$ cat src/rtl/nn_layer_sequencer_if.sv
// rtl/nn_layer_sequencer_if.sv - sample, weight-bank and result signals of the layer sequencer
interface nn_layer_sequencer_if #(
    parameter int N_IN  = 16,
    parameter int N_OUT = 4,
    parameter int WW    = 10,
    parameter int AW    = 7
);
    logic [N_IN-1:0]     in_data;
    logic                in_valid;
    logic                in_ready;
    logic [AW-1:0]       wb_addr;
    logic                wb_rd_en;
    logic [WW-1:0]       wb_data;
    logic [N_OUT-1:0]    out_d;
    logic [N_OUT*15-1:0] out_sum;
    logic                out_valid;
    logic                out_ready;

    // Producer / consumer / weight-memory side
    modport master (
        output in_data, in_valid, wb_data, out_ready,
        input  in_ready, wb_addr, wb_rd_en, out_d, out_sum, out_valid
    );

    // Sequencer side
    modport slave (
        input  in_data, in_valid, wb_data, out_ready,
        output in_ready, wb_addr, wb_rd_en, out_d, out_sum, out_valid
    );
endinterface

$ cat src/rtl/nn_layer_sequencer.sv
// rtl/nn_layer_sequencer.sv - binary-input neuron layer: weight-bank walk, masked accumulate, sign decision
module nn_layer_sequencer #(
    parameter int N_IN  = 16,
    parameter int N_OUT = 4,
    parameter int WW    = 10,
    parameter int AW    = 7
) (
    input  logic                 clk,
    input  logic                 reset,
    nn_layer_sequencer_if.slave  bus
);
    localparam int SW    = 15;
    localparam int TOTAL = N_OUT * (N_IN + 1);
    localparam int KW    = (N_IN > 1) ? $clog2(N_IN) : 1;

    localparam logic [AW-1:0] K_BIAS    = AW'(N_IN);
    localparam logic [AW-1:0] CNT_LAST  = AW'(TOTAL - 1);
    localparam logic [AW-1:0] BIAS_BASE = AW'(N_OUT * N_IN);

    typedef enum logic [1:0] {IDLE, RUN, DRAIN, HOLD} state_t;

    state_t                  state_q, state_d;
    logic [AW-1:0]           cnt_q, k_q, j_q;
    logic [AW-1:0]           kp_q, jp_q;
    logic                    vld_q;
    logic [N_IN-1:0]         din_q;
    logic [N_IN-1:0]         din_rev;
    logic signed [SW-1:0]    acc_q, acc_d, wext, term;
    logic [N_OUT-1:0]        out_d_q;
    logic [N_OUT*SW-1:0]     out_sum_q;
    logic                    accept;

    assign accept      = (state_q == IDLE) && bus.in_valid;
    assign bus.out_d   = out_d_q;
    assign bus.out_sum = out_sum_q;

    // State register
    always_ff @(posedge clk or posedge reset) begin
        if (reset) state_q <= IDLE;
        else       state_q <= state_d;
    end

    // Next state plus handshake and weight-bank strobes decoded from state
    always_comb begin
        state_d       = state_q;
        bus.in_ready  = 1'b0;
        bus.wb_rd_en  = 1'b0;
        bus.wb_addr   = '0;
        bus.out_valid = 1'b0;
        case (state_q)
            IDLE: begin
                bus.in_ready = 1'b1;
                if (bus.in_valid) state_d = RUN;
            end
            RUN: begin
                bus.wb_rd_en = 1'b1;
                // Per neuron: its N_IN weights, then its bias from the tail of the bank
                bus.wb_addr  = (k_q == K_BIAS) ? BIAS_BASE + j_q : AW'(j_q * N_IN) + k_q;
                if (cnt_q == CNT_LAST) state_d = DRAIN;
            end
            DRAIN: state_d = HOLD;
            HOLD: begin
                bus.out_valid = 1'b1;
                if (bus.out_ready) state_d = IDLE;
            end
            default: state_d = IDLE;
        endcase
    end

    // Address walk: cnt is the linear step, k/j the weight and neuron position
    always_ff @(posedge clk or posedge reset) begin
        if (reset) begin
            cnt_q <= '0;
            k_q   <= '0;
            j_q   <= '0;
        end else if (accept) begin
            cnt_q <= '0;
            k_q   <= '0;
            j_q   <= '0;
        end else if (state_q == RUN) begin
            cnt_q <= cnt_q + 1'b1;
            if (k_q == K_BIAS) begin
                k_q <= '0;
                j_q <= j_q + 1'b1;
            end else begin
                k_q <= k_q + 1'b1;
            end
        end
    end

    // Weight k pairs with input bit N_IN-1-k; restart the sum on each neuron's first weight
    always_comb begin
        for (int i = 0; i < N_IN; i++) din_rev[i] = din_q[N_IN-1-i];
        wext  = {{(SW-WW){bus.wb_data[WW-1]}}, bus.wb_data};
        term  = ((kp_q == K_BIAS) || din_rev[kp_q[KW-1:0]]) ? wext : '0;
        acc_d = (kp_q == '0) ? term : acc_q + term;
    end

    // Read-data pipeline: position of last cycle's address travels with the returning data
    always_ff @(posedge clk or posedge reset) begin
        if (reset) begin
            vld_q     <= 1'b0;
            kp_q      <= '0;
            jp_q      <= '0;
            din_q     <= '0;
            acc_q     <= '0;
            out_d_q   <= '0;
            out_sum_q <= '0;
        end else begin
            vld_q <= (state_q == RUN);
            kp_q  <= k_q;
            jp_q  <= j_q;
            if (accept) din_q <= bus.in_data;
            if (vld_q) begin
                acc_q <= acc_d;
                if (kp_q == K_BIAS) begin
                    for (int n = 0; n < N_OUT; n++) begin
                        if (jp_q == AW'(n)) begin
                            out_sum_q[(N_OUT-1-n)*SW +: SW] <= acc_d;
                            out_d_q[N_OUT-1-n]              <= ~acc_d[SW-1];
                        end
                    end
                end
            end
        end
    end
endmodule

$ cat src/flat_wrapper.sv
// flat-port wrapper written by rule: the top's interface ports become plain ports
module nn_layer_sequencer_flat 
#(
    parameter int N_IN  = 16,
    parameter int N_OUT = 4,
    parameter int WW    = 10,
    parameter int AW    = 7
)
  (clk, reset, bus_in_data, bus_in_valid, bus_wb_data, bus_out_ready, bus_in_ready, bus_wb_addr, bus_wb_rd_en, bus_out_d, bus_out_sum, bus_out_valid);
  nn_layer_sequencer_if #(.N_IN(N_IN), .N_OUT(N_OUT), .WW(WW), .AW(AW)) bus_i ();
  input  logic clk;
  input  logic reset;
  input wire logic [$bits(bus_i.in_data)-1:0] bus_in_data;
  input wire logic [$bits(bus_i.in_valid)-1:0] bus_in_valid;
  input wire logic [$bits(bus_i.wb_data)-1:0] bus_wb_data;
  input wire logic [$bits(bus_i.out_ready)-1:0] bus_out_ready;
  output wire logic [$bits(bus_i.in_ready)-1:0] bus_in_ready;
  output wire logic [$bits(bus_i.wb_addr)-1:0] bus_wb_addr;
  output wire logic [$bits(bus_i.wb_rd_en)-1:0] bus_wb_rd_en;
  output wire logic [$bits(bus_i.out_d)-1:0] bus_out_d;
  output wire logic [$bits(bus_i.out_sum)-1:0] bus_out_sum;
  output wire logic [$bits(bus_i.out_valid)-1:0] bus_out_valid;
  assign bus_i.in_data = bus_in_data;
  assign bus_i.in_valid = bus_in_valid;
  assign bus_i.wb_data = bus_wb_data;
  assign bus_i.out_ready = bus_out_ready;
  assign bus_in_ready = bus_i.in_ready;
  assign bus_wb_addr = bus_i.wb_addr;
  assign bus_wb_rd_en = bus_i.wb_rd_en;
  assign bus_out_d = bus_i.out_d;
  assign bus_out_sum = bus_i.out_sum;
  assign bus_out_valid = bus_i.out_valid;
  nn_layer_sequencer #(.N_IN(N_IN), .N_OUT(N_OUT), .WW(WW), .AW(AW)) u_core (.clk(clk), .reset(reset), .bus(bus_i));
endmodule
$ cat config.mk
export PLATFORM = sky130hd
export DESIGN_NAME = nn_layer_sequencer_flat
export DESIGN_NICKNAME = d
export VERILOG_FILES = /design/src/rtl/nn_layer_sequencer_if.sv /design/src/rtl/nn_layer_sequencer.sv /design/src/flat_wrapper.sv
export SDC_FILE = /design/constraint.sdc
export NUM_CORES = 1
export LEC_CHECK = 0
export ABC_CLOCK_PERIOD_IN_PS = 4700
export CORE_MARGIN = 2
export CORE_UTILIZATION = 35
export CTS_CLUSTER_SIZE = 10
export DETAILED_ROUTE_END_ITERATION = 7
export DONT_BUFFER_PORTS = 1
export GPL_ROUTABILITY_DRIVEN = 0
export SYNTH_ARGS = -nofsm -noshare
export SYNTH_HDL_FRONTEND = slang
export SYNTH_SLANG_ARGS = --single-unit
$ cat constraint.sdc
create_clock -name clk -period 4.7 [get_ports clk]
set_clock_uncertainty 0.1 [all_clocks]
set_input_delay 0.705 -clock clk [delete_from_list [all_inputs] [get_ports clk]]
set_output_delay 0.705 -clock clk [all_outputs]
set_load 0.01 [all_outputs]
==> summary.md <==
| Metric | Value |
|---|---|
| Worst Path Max Fanout | 7 |
| Cell mode on critical path | nor3_1 |
| Net Count, Synth | around 690 |
| # Post-CTS Setup Buffers | 0 |
| CTS buffer count | 17 |
| Largest delay share family, worst path | simple AND/OR/NAND/NOR gates |
| Remaining Overflow, GRT | 0 |
| DR pass1 iterations | 4 |
| Post-synth top area share | 0.531 |
| Type of the worst min-delay path | in -> async |
| DR iter-0 viols | 264 |
| Synth unique cells | 55 |
| Synth Warn # | 0 |
| Post-CTS resize count | 0 |
| Mean Syn Cell Area | slightly below 10 µm² |
| P_leak | 3.24 nW |
| First-pass GRT wire length | roughly 24000 µm |
| DRC viols | 0 |
| CP startpoint | u_core.kp_q[0] |
| Final Core Density | 0.409 |
| CP endpoint kind | register |
| Max stage delay on crit path | about 0.57 ns |
| Aggregate negative setup slack | 0 ns |
| Synth Flop Type | dfrtp_1 |
| Routed vias/inst | approximately 5.2 |
| Commonest cells after routing, fill and taps aside | dfrtp_1 (133), nand2_1 (111), nor2_1 (73) |
| Pwr Density | between 700 and 800 nW/µm² |
| Fmax | roughly 230 MHz |
| Finish-stage setup viols | 0 |
| Worst EP required | just under 5 ns |
| Startpoint types | register |
| CTS Hold Bufs | 0 |
| CTS tree | yes |
| R2r endpoint | u_core.bus.out_sum[59] |
| Ports | around 100 |
| Worst Tran Pin Value | 1.24 ns |
| Fin nets | roughly 700 |
| Pwr Total | 5.30 mW |
| Cell Area, Synth | roughly 6300 µm² |
| Area growth syn-to-layout | 13.7% |
| Critical Path Slowest Stage Cell | or4_1 |
| Period minus WS final | about 4.3 ns |
| Vias in the first global route | 4598 |
| M1 GR Usage | 0.202 |
| Die Height | about 140 µm |
| Die area | 19000 µm² |
| GRT Overall Usage | 0.167 |
| Post-placement cell count | 842 |
| Flops & latches, synth | ~130 |
| WL per Instance | between 15 and 20 µm |
| Synth Instances | between 600 and 700 |
| R2R depth | 16 |
| Reg2reg start | u_core.kp_q[0] |
| Hold Vio Cnt, Final | 0 |
| Ys async rst share | 1.00 |
| Rel. slew slack | 0.173 |
| Total number of vias | between 4000 and 5000 |
| EDFF count, synth | 0 |
| Status | complete, no violations |
| Critical setup path kind | reg -> reg |
| Clk pin slew, worst setup/hold paths | roughly 0.06 ns |
| Clock sink count | 133 |
| CTS H-tree lvls | 4 |
| Critical path arrival | about 4.5 ns |
| Commonest non-fill, non-tap cell in the layout | dfrtp_1 |
| Routed WL | between 10000 and 15000 µm |
| Top cells by area, synth | dfrtp_1 (53%), nand2_1 (6.6%), a21oi_1 (5.1%) |
| Met3 usage | 0.0559 |
| Final Cycle Share | 0.921 |
| GR peak layer | met2 |
| Die span in x | between 100 and 150 µm |
| Max cap viols | 0 |
| Dominant cell type by area after synthesis | dfrtp_1 |
| Critical path cell sequence | or4_1 -> nor3_1 -> and2_1 -> o31a_1 -> and2_1 -> ha_1 -> inv_1 -> fa_1 -> nor2b_1 -> o31a_1 -> o211a_1 -> nor3_1 -> nor3_1 -> xor2_2 -> buf_4 -> mux2_4 |
| RSZ-0062 raised after global routing | no |
| Initial antenna violation count | 2 |
| DRT antenna net count | 0 |
| CTS root buffer | clkbuf_16 |
| Ratio of cells with drive above 1 in the final layout | 0.101 |
| Max Slew Vio Count | 0 |
| Hold_ws | around 0.25 ns |
| CP Buf/Inv Count | 2 |
| Reg2reg setup slack | 0.37 ns |
| Max rail drop VDD | 0.326 mV |
| Largest net degree at the start of global routing | 104 |
| Starting Density | 0.360 |
| I/O Buffers | 0 |
| Rows | between 40 and 50 |
| Post-route non-filler standard cell count | a little under 900 |
| Core area | 17400 µm² |
| Detail Placement HPWL | between 10000 and 15000 µm |
| Later-pin clock latency in the skew report | ~0.42 ns |
| Seq/Total Area, Yosys | 0.531 |
| Met2 Use GR | 0.279 |
| Clock Path Buffers | 2 |
-- synth_stat cells (4+ instances only) --
cell type	n
a21oi_1	64
clkbuf_1	19
and2_1	11
nor2_1	73
nand3_1	11
o31a_1	4
a21oi_2	6
or3_1	5
nand4_1	5
and3_1	4
xor2_1	10
nor3_1	7
nand2_1	111
inv_1	17
or2_2	4
nor2b_1	5
o21a_1	5
a21o_1	5
xnor2_1	8
mux2i_1	4
a31oi_1	5
mux4_1	4
dfrtp_1	133
ha_1	23
mux2_4	4
o21ai_0	45
-- worst reg2reg max path, stage by stage (launching register included) --
cell,delay [ns]
dfrtp_1,0.45
or4_1,0.57
nor3_1,0.22
and2_1,0.22
o31a_1,0.20
and2_1,0.20
ha_1,0.20
inv_1,0.06
fa_1,0.38
nor2b_1,0.20
o31a_1,0.24
o211a_1,0.24
nor3_1,0.06
nor3_1,0.32
xor2_2,0.13
buf_4,0.17
mux2_4,0.25
-- routing by layer --
layer,routed length [µm],vias up,share of wire
met5,17,-,0.0011
met3,1140,15,0.077
met4,172,2,0.012
li1,-,2200,-
met1,6340,2182,0.43
met2,7170,121,0.48
-- how the worst max path moves through the flow --
stage | cells after the start | to
2_1_floorplan | 1 | u_core.acc_q[0]
3_3_place_gp | 15 | u_core.bus.out_d[2]
3_5_place_dp | 15 | u_core.bus.out_sum[57]
4_1_cts | 15 | u_core.bus.out_d[2]
5_1_grt | 16 | u_core.bus.out_sum[59]
6_report | 16 | u_core.bus.out_sum[59]
-- where the power goes --
group,internal (mW),switching (mW),leakage [nW]
Clock,0.855,0.522,0.299
Sequential,1.38,0.244,1.47
Combinational,0.883,1.41,1.47
-- area by class of cell --
cell class	instances	area [µm²]
inverters	17	68.8
fillers	1671	10300
multi-input cells	460	2770
clock buffers	18	439
clock inverters	14	175
repair buffers	9	67.6
diodes	1	2.50
well taps	225	282
flip-flops and latches	133	3330
-- kinds of logic (layout without fill, tap and decap cells) --
logic type                 after synthesis  in the layout  synth area share
muxes                                   15             15            0.0399
DFF                                    133            133             0.531
adders and majority gates               25             25            0.0523
other                                    0              1                 0
xor gates and xnor gates                19             19            0.0278
buffers and inverters                   43             58            0.0299
and+or+nand+nor                        253            253             0.183
AOI/OAI and AO/OA                      148            148             0.136
-- state kept, by name (all words and copies together) (netlist names) --
name                count
u_core.state_q          2
u_core.bus.out_sum     60
u_core.k_q              7
u_core.din_q           16
u_core.j_q              7
u_core.jp_q             7
u_core.cnt_q            7
u_core.kp_q             7
u_core.bus.out_d        4
u_core.acc_q           15
u_core.vld_q            1
-- metrics by stage --
step	instance area (µm²)	setup WS, ns
3_3_place_gp	6500	0.581
4_1_cts	7110	0.394
3_5_place_dp	6500	0.416
2_1_floorplan	6270	0.341
5_1_grt	7130	0.0364
6_report	7130	0.369
No activity file was read; power rests on OpenSTA's default activity.
